## src/rtl/fp32_div_sqrt_iter_unit.sv

```systemverilog
// FP32 divide/sqrt, radix-2 restoring, one result bit per cycle; finished 28 cycles after req (2 for special/zero operands when RSD_FP_DIVSQRT_EARLY_OUT_EN is defined).
// No backpressure: acquire/req/release/flush handshake; result held in FINISHED until release.
module fp32_div_sqrt_iter_unit (
    input  logic        clk,
    input  logic        rst,
    input  logic        acquire,
    input  logic        req,
    input  logic        isDivide,
    input  logic [31:0] dataInA,
    input  logic [31:0] dataInB,
    input  logic [2:0]  rm,
    input  logic        release_i,
    input  logic        flush,
    output logic        reserved,
    output logic        busy,
    output logic        finished,
    output logic [31:0] dataOut,
    output logic [4:0]  fflagsOut
);
    localparam logic [1:0] ST_FREE = 2'd0, ST_RESERVED = 2'd1, ST_COMPUTING = 2'd2, ST_FINISHED = 2'd3;
    localparam logic [1:0] PH_PREP = 2'd0, PH_ITER = 2'd1, PH_ROUND = 2'd2;
    localparam logic [2:0] RM_RNE = 3'd0, RM_RTZ = 3'd1, RM_RDN = 3'd2, RM_RUP = 3'd3, RM_RMM = 3'd4;
    localparam logic [31:0] QNAN = 32'h7FC00000;

    logic [1:0]        state_q, state_d, phase_q;
    logic [4:0]        cnt_q;
    logic [31:0]       a_q, b_q;
    logic              div_q;
    logic [2:0]        rm_q;
    logic signed [9:0] exp_q;
    logic [28:0]       rem_q;
    logic [51:0]       opnd_q;
    logic [25:0]       quo_q;
    logic [31:0]       dout_q;
    logic [4:0]        flg_q;

    // operand classification (subnormals read as zero)
    logic [7:0]  ea, eb;
    logic [23:0] ma, mb;
    logic        za, zb, ia, ib, na, nb, snan, sign_c, lt;
    assign ea     = a_q[30:23];
    assign eb     = b_q[30:23];
    assign ma     = {1'b1, a_q[22:0]};
    assign mb     = {1'b1, b_q[22:0]};
    assign za     = (ea == 8'h00);
    assign zb     = (eb == 8'h00);
    assign ia     = (ea == 8'hFF) && (a_q[22:0] == 23'h0);
    assign ib     = (eb == 8'hFF) && (b_q[22:0] == 23'h0);
    assign na     = (ea == 8'hFF) && (a_q[22:0] != 23'h0);
    assign nb     = (eb == 8'hFF) && (b_q[22:0] != 23'h0);
    assign snan   = (na & ~a_q[22]) | (div_q & nb & ~b_q[22]);
    assign sign_c = div_q ? (a_q[31] ^ b_q[31]) : a_q[31];
    assign lt     = (ma < mb);

    logic        spec_c, early_c;
    logic [31:0] spec_res_c;
    logic [4:0]  spec_flg_c;
    always_comb begin
        spec_c     = 1'b1;
        spec_res_c = QNAN;
        spec_flg_c = 5'b0;
        if (div_q) begin
            if (na | nb)                     spec_flg_c = {snan, 4'b0};
            else if ((ia & ib) | (za & zb))  spec_flg_c = 5'b10000;
            else if (ia)                     spec_res_c = {sign_c, 8'hFF, 23'h0};
            else if (ib | za)                spec_res_c = {sign_c, 31'h0};
            else if (zb) begin
                spec_res_c = {sign_c, 8'hFF, 23'h0};
                spec_flg_c = 5'b01000;
            end
            else                             spec_c = 1'b0;
        end else begin
            if (na)                          spec_flg_c = {snan, 4'b0};
            else if (za)                     spec_res_c = {sign_c, 31'h0};
            else if (a_q[31])                spec_flg_c = 5'b10000;
            else if (ia)                     spec_res_c = {1'b0, 8'hFF, 23'h0};
            else                             spec_c = 1'b0;
        end
    end

`ifdef RSD_FP_DIVSQRT_EARLY_OUT_EN
    assign early_c = div_q ? (na | nb | za | (zb & ~ia) | (ia & ib)) : (na | za | a_q[31]);
`else
    assign early_c = 1'b0;
`endif

    // prep: divide pre-shifts the dividend so the quotient lands in [1,2);
    // sqrt doubles the radicand for even biased exponents so the exponent halves exactly
    logic signed [9:0] exp_c;
    logic [28:0]       rem_c;
    logic [51:0]       opnd_c;
    always_comb begin
        if (div_q) begin
            exp_c  = $signed({2'b0, ea}) - $signed({2'b0, eb}) + 10'sd127 - $signed({9'b0, lt});
            rem_c  = lt ? {4'b0, ma, 1'b0} : {5'b0, ma};
            opnd_c = {28'b0, mb};
        end else begin
            exp_c  = $signed({3'b0, ea[7:1]}) + 10'sd63 + $signed({9'b0, ea[0]});
            rem_c  = 29'b0;
            opnd_c = ea[0] ? {1'b0, ma, 27'b0} : {ma, 1'b0, 27'b0};
        end
    end

    logic [28:0] rem_sh, trial, rem_nx;
    logic        qbit;
    always_comb begin
        if (div_q) begin
            rem_sh = rem_q;
            trial  = {5'b0, opnd_q[23:0]};
        end else begin
            rem_sh = {rem_q[26:0], opnd_q[51:50]};
            trial  = {1'b0, quo_q, 2'b01};
        end
        qbit   = (rem_sh >= trial);
        rem_nx = qbit ? (rem_sh - trial) : rem_sh;
        if (div_q) rem_nx = {rem_nx[27:0], 1'b0};
    end

    logic              guard, sticky, up, to_inf;
    logic [24:0]       sig_r;
    logic signed [9:0] exp_r;
    logic [31:0]       res_c;
    logic [4:0]        flg_c;
    always_comb begin
        guard  = quo_q[1];
        sticky = quo_q[0] | (rem_q != 29'b0);
        up     = 1'b0;
        case (rm_q)
            RM_RNE:  up = guard & (sticky | quo_q[2]);
            RM_RTZ:  up = 1'b0;
            RM_RDN:  up = sign_c & (guard | sticky);
            RM_RUP:  up = ~sign_c & (guard | sticky);
            RM_RMM:  up = guard;
            default: up = 1'b0;
        endcase
        sig_r  = {1'b0, quo_q[25:2]} + {24'b0, up};
        exp_r  = exp_q + $signed({9'b0, sig_r[24]});
        to_inf = (rm_q == RM_RNE) | (rm_q == RM_RMM) | ((rm_q == RM_RUP) & ~sign_c) | ((rm_q == RM_RDN) & sign_c);
        res_c  = {sign_c, exp_r[7:0], sig_r[22:0]};
        flg_c  = {4'b0, guard | sticky};
        if (spec_c) begin
            res_c = spec_res_c;
            flg_c = spec_flg_c;
        end else if (exp_r >= 10'sd255) begin
            res_c = to_inf ? {sign_c, 8'hFF, 23'h0} : {sign_c, 8'hFE, 23'h7FFFFF};
            flg_c = 5'b00101;
        end else if (exp_r <= 10'sd0) begin
            res_c = {sign_c, 31'h0};
            flg_c = 5'b00011;
        end
    end

    always_comb begin
        state_d = state_q;
        if (flush) state_d = ST_FREE;
        else begin
            case (state_q)
                ST_FREE:      if (acquire) state_d = ST_RESERVED;
                ST_RESERVED:  if (req) state_d = ST_COMPUTING;
                ST_COMPUTING: if (phase_q == PH_ROUND) state_d = ST_FINISHED;
                default:      if (release_i) state_d = acquire ? ST_RESERVED : ST_FREE;
            endcase
        end
    end

    always_ff @(posedge clk or posedge rst) begin
        if (rst) begin
            state_q <= ST_FREE;
            phase_q <= PH_PREP;
            cnt_q   <= 5'd0;
            a_q     <= 32'h0;
            b_q     <= 32'h0;
            div_q   <= 1'b0;
            rm_q    <= 3'd0;
            exp_q   <= 10'sd0;
            rem_q   <= 29'b0;
            opnd_q  <= 52'b0;
            quo_q   <= 26'b0;
            dout_q  <= 32'h0;
            flg_q   <= 5'b0;
        end else begin
            state_q <= state_d;
            if (flush) begin
                phase_q <= PH_PREP;
                cnt_q   <= 5'd0;
            end else if (state_q == ST_RESERVED && req) begin
                a_q     <= dataInA;
                b_q     <= dataInB;
                div_q   <= isDivide;
                rm_q    <= rm;
                phase_q <= PH_PREP;
            end else if (state_q == ST_COMPUTING) begin
                case (phase_q)
                    PH_PREP: begin
                        exp_q   <= exp_c;
                        rem_q   <= rem_c;
                        opnd_q  <= opnd_c;
                        quo_q   <= 26'b0;
                        cnt_q   <= 5'd0;
                        phase_q <= early_c ? PH_ROUND : PH_ITER;
                    end
                    PH_ITER: begin
                        rem_q  <= rem_nx;
                        quo_q  <= {quo_q[24:0], qbit};
                        opnd_q <= div_q ? opnd_q : {opnd_q[49:0], 2'b00};
                        if (cnt_q == 5'd25) phase_q <= PH_ROUND;
                        else                cnt_q   <= cnt_q + 5'd1;
                    end
                    default: begin
                        dout_q <= res_c;
                        flg_q  <= flg_c;
                    end
                endcase
            end
        end
    end

    assign reserved  = (state_q == ST_RESERVED);
    assign busy      = (state_q != ST_FREE);
    assign finished  = (state_q == ST_FINISHED);
    assign dataOut   = dout_q;
    assign fflagsOut = flg_q;
endmodule

```

## config.mk

```make
export PLATFORM = sky130hd
export DESIGN_NAME = fp32_div_sqrt_iter_unit
export DESIGN_NICKNAME = d
export VERILOG_FILES = /design/src/rtl/fp32_div_sqrt_iter_unit.sv
export SDC_FILE = /design/constraint.sdc
export NUM_CORES = 1
export LEC_CHECK = 0
export BUFFER_PORTS_ARGS = -buffer_cell sky130_fd_sc_hd__buf_2
export CAP_MARGIN = 20
export CORE_MARGIN = 8
export CORE_UTILIZATION = 66
export DETAILED_ROUTE_END_ITERATION = 8
export PLACE_DENSITY = 0.84
export SLEW_MARGIN = 20
export SYNTH_ARGS = -nofsm -noshare
export SYNTH_HDL_FRONTEND = slang
export SYNTH_SLANG_ARGS = --single-unit
```

## constraint.sdc

```tcl
create_clock -name clk -period 19.65 [get_ports clk]
set_input_delay 0.9825 -clock clk [delete_from_list [all_inputs] [get_ports clk]]
set_output_delay 0.9825 -clock clk [all_outputs]
set_load 0.005 [all_outputs]
```

# Yosys cells after proc, flatten, opt, wreduce, memory -nomap -nowiden
# Index checks and enable logic that the tools add are counted.
# classes
add_sub_neg	9
mul	0
div	0
order_cmp	4
eq_ne	18
n_shift	0
muxes	68
bitwise	27
n_reduce_logical	31
# op_table
operator	n
$mux 32	9
$mux 52	3
$pmux 52 s2	1
$mux 29	3
$mux 31	2
$pmux 29 s2	1
$mux 5	11
$pmux 26 s2	1
$mux 25	2
$logic_not 23->1	2
$mux 23	2
$reduce_bool 23->1	2
$ge 29x29->1	1
$reduce_bool 29->1	1
$sub 29x29->29	1
$mux 28	1
$add 24x1->25	1
$lt 24x24->1	1
$mux 24	1
$mux 2	10
$reduce_and 4->1	5
$eq 8x8->1 const B	2
$logic_not 8->1	2
$mux 1	12
39 further kinds	80
# word_totals
register_bits	231
latch_bits	0
mem_bits_rw	0
mem_bits_ro	0
input_bits	74
word_cells	170
memories	0

# Logic depth before layout (Yosys ltp)
# Gate-level depths: netlist (run 1).
# logic_depth
ltp_word	11
ltp_mapped	24
mapped_depth_nobuf	23

# Worst setup path before layout (run 1)
# No wires, ideal clock.
# synth_path
path_kind	register to register
startpoint	register div_q
endpoint	register flg_q[0] (netlist: fflagsOut[0])
arrival_ns	4.946
required_time_ns	19.555
slack_ns	14.609
path_stages_with_launch	25
n_path_buf	1
synth_period_minus_slack_ns	5.041
path_cell_list	dfrtp_1 > clkbuf_1 > nand2_1 > xor2_1 > ha_1 > nor3b_1 > nor2b_1 > o22a_1 > ha_1 > ha_1 > nand3_1 > nor3_1 > and3_1 > and3_1 > ha_1 > ha_1 > and3_1 > nand3_1 > xnor2_1 > nor4_1 > nand2b_1 > a41oi_1 > nor2_1 > and4b_1 > o31ai_1
# synth_between
elab_chain_cells	10
# synth_lines
item	line	rtl
from (decl)	28	logic div_q;
from (signal assigned)	189	div_q <= isDivide;
$mux 1	52	assign sign_c = div_q ? (a_q[31] ^ b_q[31]) : a_q[31];
$not 1->1	132	RM_RUP: up = ~sign_c & (guard | sticky);
$and 1x1->1	132	
$pmux 1 s4	128	case (rm_q)
$add 24x1->25	136	sig_r = {1'b0, quo_q[25:2]} + {24'b0, up};
$add 10x2->10	137	exp_r = exp_q + $signed({9'b0, sig_r[24]});
$le 10x1->1	147	end else if (exp_r <= 10'sd0) begin
$mux 2	147	
$mux 3	144	end else if (exp_r >= 10'sd255) begin
$mux 5 *	141	if (spec_c) begin
to (signal assigned)	211	flg_q <= flg_c;
to (decl)	35	logic [4:0] flg_q;
# Mark *: on every way between the ends. The rest lies on a longest branch, timed or not.
# A chain may end at the register's enable or synchronous reset.

# Final worst setup path (run 1)
# layout_path
startpoint	register div_q
endpoint	register dout_q[22] (netlist: dataOut[22])
# layout_between
elab_chain_cells	10
# layout_lines
item	line	rtl
$mux 1	52	
$not 1->1	132, 138	
$and 1x1->1	132	
$pmux 1 s4	128	
$add 24x1->25	136	
$add 10x2->10	137	
$le 10x1->1	147	
$mux 31	147	
$mux 31	144	
$mux 32 *	141	
to (signal assigned)	210	dout_q <= res_c;
to (decl)	34	logic [31:0] dout_q;
# Marked as above.

==> results.sh, run 1 <==
export IMPL_status="completed"
export IMPL_ys_warn_count=0
export IMPL_final_layout_size_suffix_gt1_frac=0.1743
export IMPL_h_tree_depth=1
export IMPL_relSlewSlack=0.2479
export IMPL_grt_usage=0.2852
export IMPL_synthCells=1665
export IMPL_place_gp_congestion=0.9583
export IMPL_rsz0062_at_grt="false"
export IMPL_syn_nets=1823
export IMPL_numPortBuffers=113
export IMPL_antenna_found_initial=0
export IMPL_multiInputGateArea_sq_um=8880
export IMPL_cp_start_kind="register"
export IMPL_arrival_ns=6.50
export IMPL_cts_made_buffers=25
export IMPL_grt_pass1_vias=13010
export IMPL_ys_flop_type="dfrtp_1"
export IMPL_grt_max_degree=105
export IMPL_synth_edff_count=0
export IMPL_viasPerCell=6.542
export IMPL_fin_setup_tns_ns=0
export IMPL_cp_max_fo=49
export IMPL_worstHoldPathType="register to register"
export IMPL_post_route_period_util=0.3102
export IMPL_worst_pin_slew_ns=1.128
export IMPL_hold_viol=0
export IMPL_grt_overflow=0
export IMPL_slew_violations=0
export IMPL_ys_types=84
export IMPL_final_setup_viol_count=0
export IMPL_cp_common_cell="ha_1"
export IMPL_fin_util=0.7353
export IMPL_drtPass1Iterations=6
export IMPL_ctsRootBufferMaster="clkbuf_16"
export IMPL_tritoncts="yes"
export IMPL_avgSynthCellArea_sq_um=9.181
export IMPL_hold_buffers=0
export IMPL_fin_skew_ns=0.01980
export IMPL_crit_type="register to register"
export IMPL_core_region_area_sq_um=22710
export IMPL_max_stage_delay_ns=0.78
export IMPL_maxCapViolations=0
export IMPL_clk_latency_ns=0.54
export IMPL_wire_per_inst_um=20.27
export IMPL_nFillCells=1712
export IMPL_post_cts_buffers=0
export IMPL_fin_ws_ns=13.55
export IMPL_required_ns=20.05
export IMPL_cts_sinks=231
export IMPL_fmax_mhz=164.0
export IMPL_vias=13240
export IMPL_yosys_register_bits=231
export IMPL_crit_path_cell_trace="nand2_1 > xor2_1 > ha_1 > nor3b_1 > nor2b_1 > o22a_1 > ha_1 > ha_1 > nand3_1 > nor3_1 > and3_1 > and3_1 > ha_1 > nand2_1 > or3_1 > a2111o_1 > a21boi_1 > o22a_1 > o21ai_4 > o21bai_2 > nor3_2 > buf_4 > a221o_1"
export IMPL_cpMaxStageDelayCell="dfrtp_4"
export IMPL_syn_area_sq_um=15290
export IMPL_start_util=0.6732
export IMPL_crit_buf_inv=1
export IMPL_clkTransAtPathRegs_ns=0.06
export IMPL_wl_mm=41.01
export IMPL_regArea_sq_um=5784
export IMPL_ios=114
export IMPL_nets=1880
export IMPL_drtIter0Drc=1218
export IMPL_die_w_um=168.2
export IMPL_yosysSeqAreaShare=0.3781
export IMPL_clock_path_buffers=3
export IMPL_dieHeight_um=168.2
export IMPL_pre_cts_slack_ns=13.42
export IMPL_crit_path_end_kind="register"
export IMPL_drcViolationCount=0
export IMPL_dp_hpwl_mm=29.40
export IMPL_die_area_sq_um=28290
export IMPL_grt_pass1_wl_mm=66.54
export IMPL_area_growth_pct=9.232
export IMPL_min_period_ns=6.096
export IMPL_cts_resized=0
export IMPL_async_flop_share=1.000
export IMPL_crit_family="simple AND/OR/NAND/NOR gates"
export IMPL_num_rows=55
export IMPL_ant_nets=0
export IMPL_insertedDiodeCount=0
-- synth_stat cells (all sizes together) (3+ instances only) --
library cell,count,area (sq um)
a2111oi,4,36.29
a211o,3,26.28
a211oi,10,80.07
a21boi,3,22.52
a21o,13,97.59
a21oi,91,459.2
a221o,23,230.2
a22o,23,201.4
a22oi,44,330.3
a31oi,16,100.1
a41oi,3,26.28
and2,8,50.05
and3,13,81.33
and4,5,46.29
and4b,3,30.03
buf,38,193.9
clkbuf,58,217.7
dfrtp,231,5781
fa,3,60.06
ha,81,1013
inv,68,255.3
mux2,115,1295
mux2i,76,760.7
nand2,232,873.3
nand2b,14,87.58
nand3,57,285.3
nand3b,4,30.03
nand4,20,125.1
nor2,83,311.6
nor2b,11,76.32
nor3,24,125.1
nor3b,3,22.52
nor4,21,131.4
o2111ai,4,41.29
o211ai,6,45.04
o21a,11,82.58
o21ai,121,613.1
o21bai,9,71.32
o22a,3,26.28
o31ai,11,82.58
or2,5,31.28
or3,7,43.79
xnor2,36,315.3
xor2,24,210.2
-- placed cells by master (no fill, tap or decap), types with 5 or more instances in the layout --
cell type / count
a211oi_1: 9
a21o_1: 13
a21oi_1: 90
a221o_1: 23
a22o_1: 23
a22oi_1: 44
a31oi_1: 15
and2_1: 8
and3_1: 13
buf_2: 113
buf_4: 12
clkbuf_1: 9
clkbuf_16: 25
dfrtp_1: 230
ha_1: 81
inv_1: 65
mux2_2: 115
mux2i_1: 76
nand2_1: 230
nand2b_1: 14
nand3_1: 56
nand4_1: 20
nor2_1: 82
nor2b_1: 9
nor3_1: 23
nor4_1: 21
o211ai_1: 6
o21a_1: 11
o21ai_0: 109
o21ai_1: 10
o21bai_1: 8
o31ai_1: 11
or2_2: 5
or3_1: 7
xnor2_1: 36
xor2_1: 24
-- per-layer routing --
| metal | share of wire | GRT usage | vias to the layer above |
|---|---|---|---|
| met3 | 0.078 | 0.04864 | 155 |
| met2 | 0.46 | 0.4654 | 629 |
| met1 | 0.41 | 0.3699 | 6279 |
| met4 | 0.045 | 0.1234 | 0 |
| li1 | - | - | 6172 |
| met5 | 0 | 0 | - |
-- per-stage QoR --
stage | hold WS (ns) | cells | instance area [sq um]
global route | 0.4992 | 2023 | 16700
global placement | 0.4580 | 1980 | 15940
CTS | 0.4776 | 2023 | 16680
detailed placement | 0.4647 | 1980 | 15940
finish | 0.4750 | 2023 | 16700
floorplan | 0.4492 | 1665 | 15290
-- path summary, 6_finish.rpt --
kind | start | depth (start not counted) | to | slack, ns
min in group asynchronous | rst | 2 | a_q[30]$_DFFE_PP0P_ | 0.50
worst max register to register | div_q$_DFFE_PP0P_ | 23 | dataOut[22]$_DFFE_PP0P_ | 13.55
max in group asynchronous | rst | 3 | quo_q[10]$_DFFE_PP0P_ | 17.92
worst min-delay path | dataOut[30]$_DFFE_PP0P_ | 2 | dataOut[30]$_DFFE_PP0P_ | 0.48
worst max-delay path | div_q$_DFFE_PP0P_ | 23 | dataOut[22]$_DFFE_PP0P_ | 13.55
worst min register to register | dataOut[30]$_DFFE_PP0P_ | 2 | dataOut[30]$_DFFE_PP0P_ | 0.48
-- sequential cells by signal, summed over array words and instances, names as in the netlist --
signal	count
a_q	32
b_q	32
cnt_q	5
dataOut	32
div_q	1
exp_q	10
fflagsOut	5
opnd_q	52
phase_q	2
quo_q	26
rem_q	29
rm_q	3
state_q	2
-- tightest hold or removal path: stages (launching register included) --
cell and delay (ns):
dfrtp_1 0.34, nand2_1 0.04, o21ai_0 0.06
-- final cells by class --
cell class	count	area share
Inverter	68	0.01574
Timing Repair Buffer	126	0.03994
Multi-Input combinational cell	1270	0.5318
Clock buffer	38	0.04278
Clock inverter	5	0.002023
Sequential cell	231	0.3464
Tap cell	285	0.02135
-- cell families after synthesis --
| logic type | count (synthesis) | synth area share |
|---|---|---|
| xor gates and xnor gates | 60 | 0.03438 |
| and+or+nand+nor | 518 | 0.1585 |
| AOI/OAI and AO/OA | 417 | 0.1806 |
| muxes | 191 | 0.1345 |
| DFF | 231 | 0.3781 |
| adders and majority gates | 84 | 0.07022 |
| buffers and inverters | 164 | 0.04362 |
Power of run 1 is left out: the tool's default activity adds up to more than one toggle a clock period on the data nets, which glitch-free logic cannot reach.
==> run 2: changes to the inputs <==
--- a/config.mk
+++ b/config.mk
@@ -5,12 +5,13 @@
 export SDC_FILE = /design/constraint.sdc
 export NUM_CORES = 1
 export LEC_CHECK = 0
+export ABC_AREA = 1
 export BUFFER_PORTS_ARGS = -buffer_cell sky130_fd_sc_hd__buf_2
 export CAP_MARGIN = 20
 export CORE_MARGIN = 8
-export CORE_UTILIZATION = 66
+export CORE_UTILIZATION = 62
 export DETAILED_ROUTE_END_ITERATION = 8
-export PLACE_DENSITY = 0.84
+export PLACE_DENSITY = 0.8
 export SLEW_MARGIN = 20
 export SYNTH_ARGS = -nofsm -noshare
 export SYNTH_HDL_FRONTEND = slang
==> constraint.sdc (replaced) <==
create_clock -name clk -period 6.3 [get_ports clk]
set_input_delay 0.315 -clock clk [delete_from_list [all_inputs] [get_ports clk]]
set_output_delay 0.315 -clock clk [all_outputs]
set_load 0.005 [all_outputs]
==> run 2 against run 1 <==
Effect of this change:
- via count is 25% higher
- setup slack worse by 13 ns
- final area is 8.8% higher
- die area is 12% higher
- area after synthesis is 6.6% higher
- hold slack worse by 0.46 ns
- critical path type unchanged
- highest routed layer unchanged
==> results.sh, run 2 <==
export IMPL_cp_start_kind="register"
export IMPL_fin_skew_ns=0.01852
export IMPL_grt_pass1_vias=15450
export IMPL_synth_largest_area_cell="dfrtp_1"
export IMPL_fmax_mhz=184.0
export IMPL_final_setup_viol_count=0
export IMPL_relSlewSlack=0.2688
export IMPL_ios=114
export IMPL_syn_nets=2578
export IMPL_arrival_ns=5.88
export IMPL_num_rows=59
export IMPL_h_tree_depth=1
export IMPL_syn_area_sq_um=16290
export IMPL_largest_register="opnd_q"
export IMPL_die_w_um=178.1
export IMPL_cts_made_buffers=27
export IMPL_clk_latency_ns=0.56
export IMPL_place_gp_congestion=0.9562
export IMPL_area_growth_pct=11.56
export IMPL_dieHeight_um=178.1
export IMPL_ys_top_cells_by_count="nand2_1, inv_1, dfrtp_1"
export IMPL_grt_pass1_wl_mm=77.94
export IMPL_mostFrequentLayoutCells="nand2_1, inv_1, nand3_1, dfrtp_1, nor2_1"
export IMPL_ys_warn_count=0
export IMPL_die_area_sq_um=31720
export IMPL_largest_reg_flops=52
export IMPL_post_route_period_util=0.8629
export IMPL_final_common_cell="nand2_1"
export IMPL_final_layout_size_suffix_gt1_frac=0.08692
export IMPL_worst_pin_slew_ns=1.094
export IMPL_clock_path_buffers=3
export IMPL_maxCapViolations=0
export IMPL_grt_usage=0.3008
export IMPL_hold_viol=0
export IMPL_grt_overflow=0
export IMPL_crit_type="register to register"
export IMPL_numPlacedInstances=2791
export IMPL_synthCells=2420
export IMPL_fin_cells=2867
export IMPL_tritoncts="yes"
export IMPL_wire_per_inst_um=16.68
export IMPL_synthTopCellsByArea="dfrtp_1, nand2_1, inv_1"
export IMPL_start_util=0.6287
export IMPL_grt_max_degree=147
export IMPL_synth_edff_count=0
export IMPL_ys_types=48
export IMPL_drcViolationCount=0
export IMPL_yosys_register_bits=231
export IMPL_worstHoldPathType="input port to register"
export IMPL_core_region_area_sq_um=25910
export IMPL_async_flop_share=1.000
export IMPL_max_stage_delay_ns=0.48
export IMPL_min_period_ns=5.436
export IMPL_r2r_cells=31
export IMPL_yosys_cell_count_top_type="nand2_1"
export IMPL_drtIter0Drc=1904
export IMPL_vias=16480
export IMPL_rsz0062_at_grt="false"
export IMPL_yosysSeqAreaShare=0.3549
export IMPL_cpMaxStageDelayCell="nand2_1"
export IMPL_avgSynthCellArea_sq_um=6.731
export IMPL_status="completed"
export IMPL_ys_flop_type="dfrtp_1"
export IMPL_drtPass1Iterations=7
export IMPL_cts_sinks=231
export IMPL_dp_hpwl_mm=35.46
export IMPL_ant_nets=0
export IMPL_fin_worst_hold_slack_ns=0.01347
export IMPL_antenna_found_initial=0
export IMPL_synth_top_area_frac=0.3549
export IMPL_fin_setup_tns_ns=0
export IMPL_viasPerCell=5.749
export IMPL_crit_path_end_kind="register"
export IMPL_slew_violations=0
export IMPL_ctsRootBufferMaster="clkbuf_16"
export IMPL_nets=2668
export IMPL_hold_depth=3
export IMPL_clkTransAtPathRegs_ns=0.07
export IMPL_cp_max_fo=23
export IMPL_post_cts_buffers=0
export IMPL_wl_mm=47.83
export IMPL_numPortBuffers=113
export IMPL_cts_resized=0
export IMPL_required_ns=6.74
-- run 2: logic make-up after synthesis --
| group | Yosys count | synth area share |
|---|---|---|
| buffers and inverters | 443 | 0.1064 |
| AOI/OAI and AO/OA | 366 | 0.1260 |
| muxes | 5 | 0.003456 |
| and+or+nand+nor | 1253 | 0.3229 |
| DFF | 231 | 0.3549 |
| adders and majority gates | 84 | 0.06590 |
| xor gates and xnor gates | 38 | 0.02043 |
-- run 2: metal layers --
layer  up-vias  track usage  wire length, um
li1       8000            -                -
met1      7580       0.4106            20610
met2       793       0.4780            21490
met3       109      0.05546             4196
met4         0      0.09448             1533
met5         -     0.004800                0
-- run 2: final timing paths --
path	from	endpoint	slack, ns
worst min register to register	dataOut[10]$_DFFE_PP0P_	dataOut[10]$_DFFE_PP0P_	0.47
max in group asynchronous	rst	div_q$_DFFE_PP0P_	4.63
worst min-delay path	dataInA[3]	a_q[3]$_DFFE_PP0P_	0.01
worst max-delay path	rem_q[0]$_DFFE_PP0P_	dataOut[20]$_DFFE_PP0P_	0.86
min in group asynchronous	rst	a_q[3]$_DFFE_PP0P_	0.42
worst max register to register	rem_q[0]$_DFFE_PP0P_	dataOut[20]$_DFFE_PP0P_	0.86
-- run 2: critical path, delay by kind of cell, from the launching register on --
kind,cells,cell delay (ns)
AOI/OAI and AO/OA,2,0.59
adders and majority gates,4,1.01
buffers and inverters,3,0.41
DFF,1,0.42
and+or+nand+nor,22,2.94
-- run 2: final cells by class --
class                           count  area (sq um)
Antenna cell                        1         2.502
Clock buffer                       38         767.0
Clock inverter                     12         132.6
Fill cell                        2205          7739
Inverter                          350          1318
Multi-Input combinational cell   1746          8793
Sequential cell                   231          5782
Tap cell                          335         419.2
Timing Repair Buffer              154         958.4
-- run 2: through the flow --
stage | worst slack, ns | utilization | area [sq um]
global placement | 1.160 | 0.6565 | 17010
finish | 0.8640 | 0.7013 | 18170
CTS | 0.9360 | 0.7005 | 18150
detailed placement | 0.9808 | 0.6565 | 17010
global route | 0.2224 | 0.7012 | 18170
floorplan | 2.050 | - | 16290
-- run 2: timing repair --
item	CTS	global route
hold endpoints to repair	55	0
hold buffers	24	0
endpoints found under the setup margin	0	0
Power of run 2 is left out for the same reason.
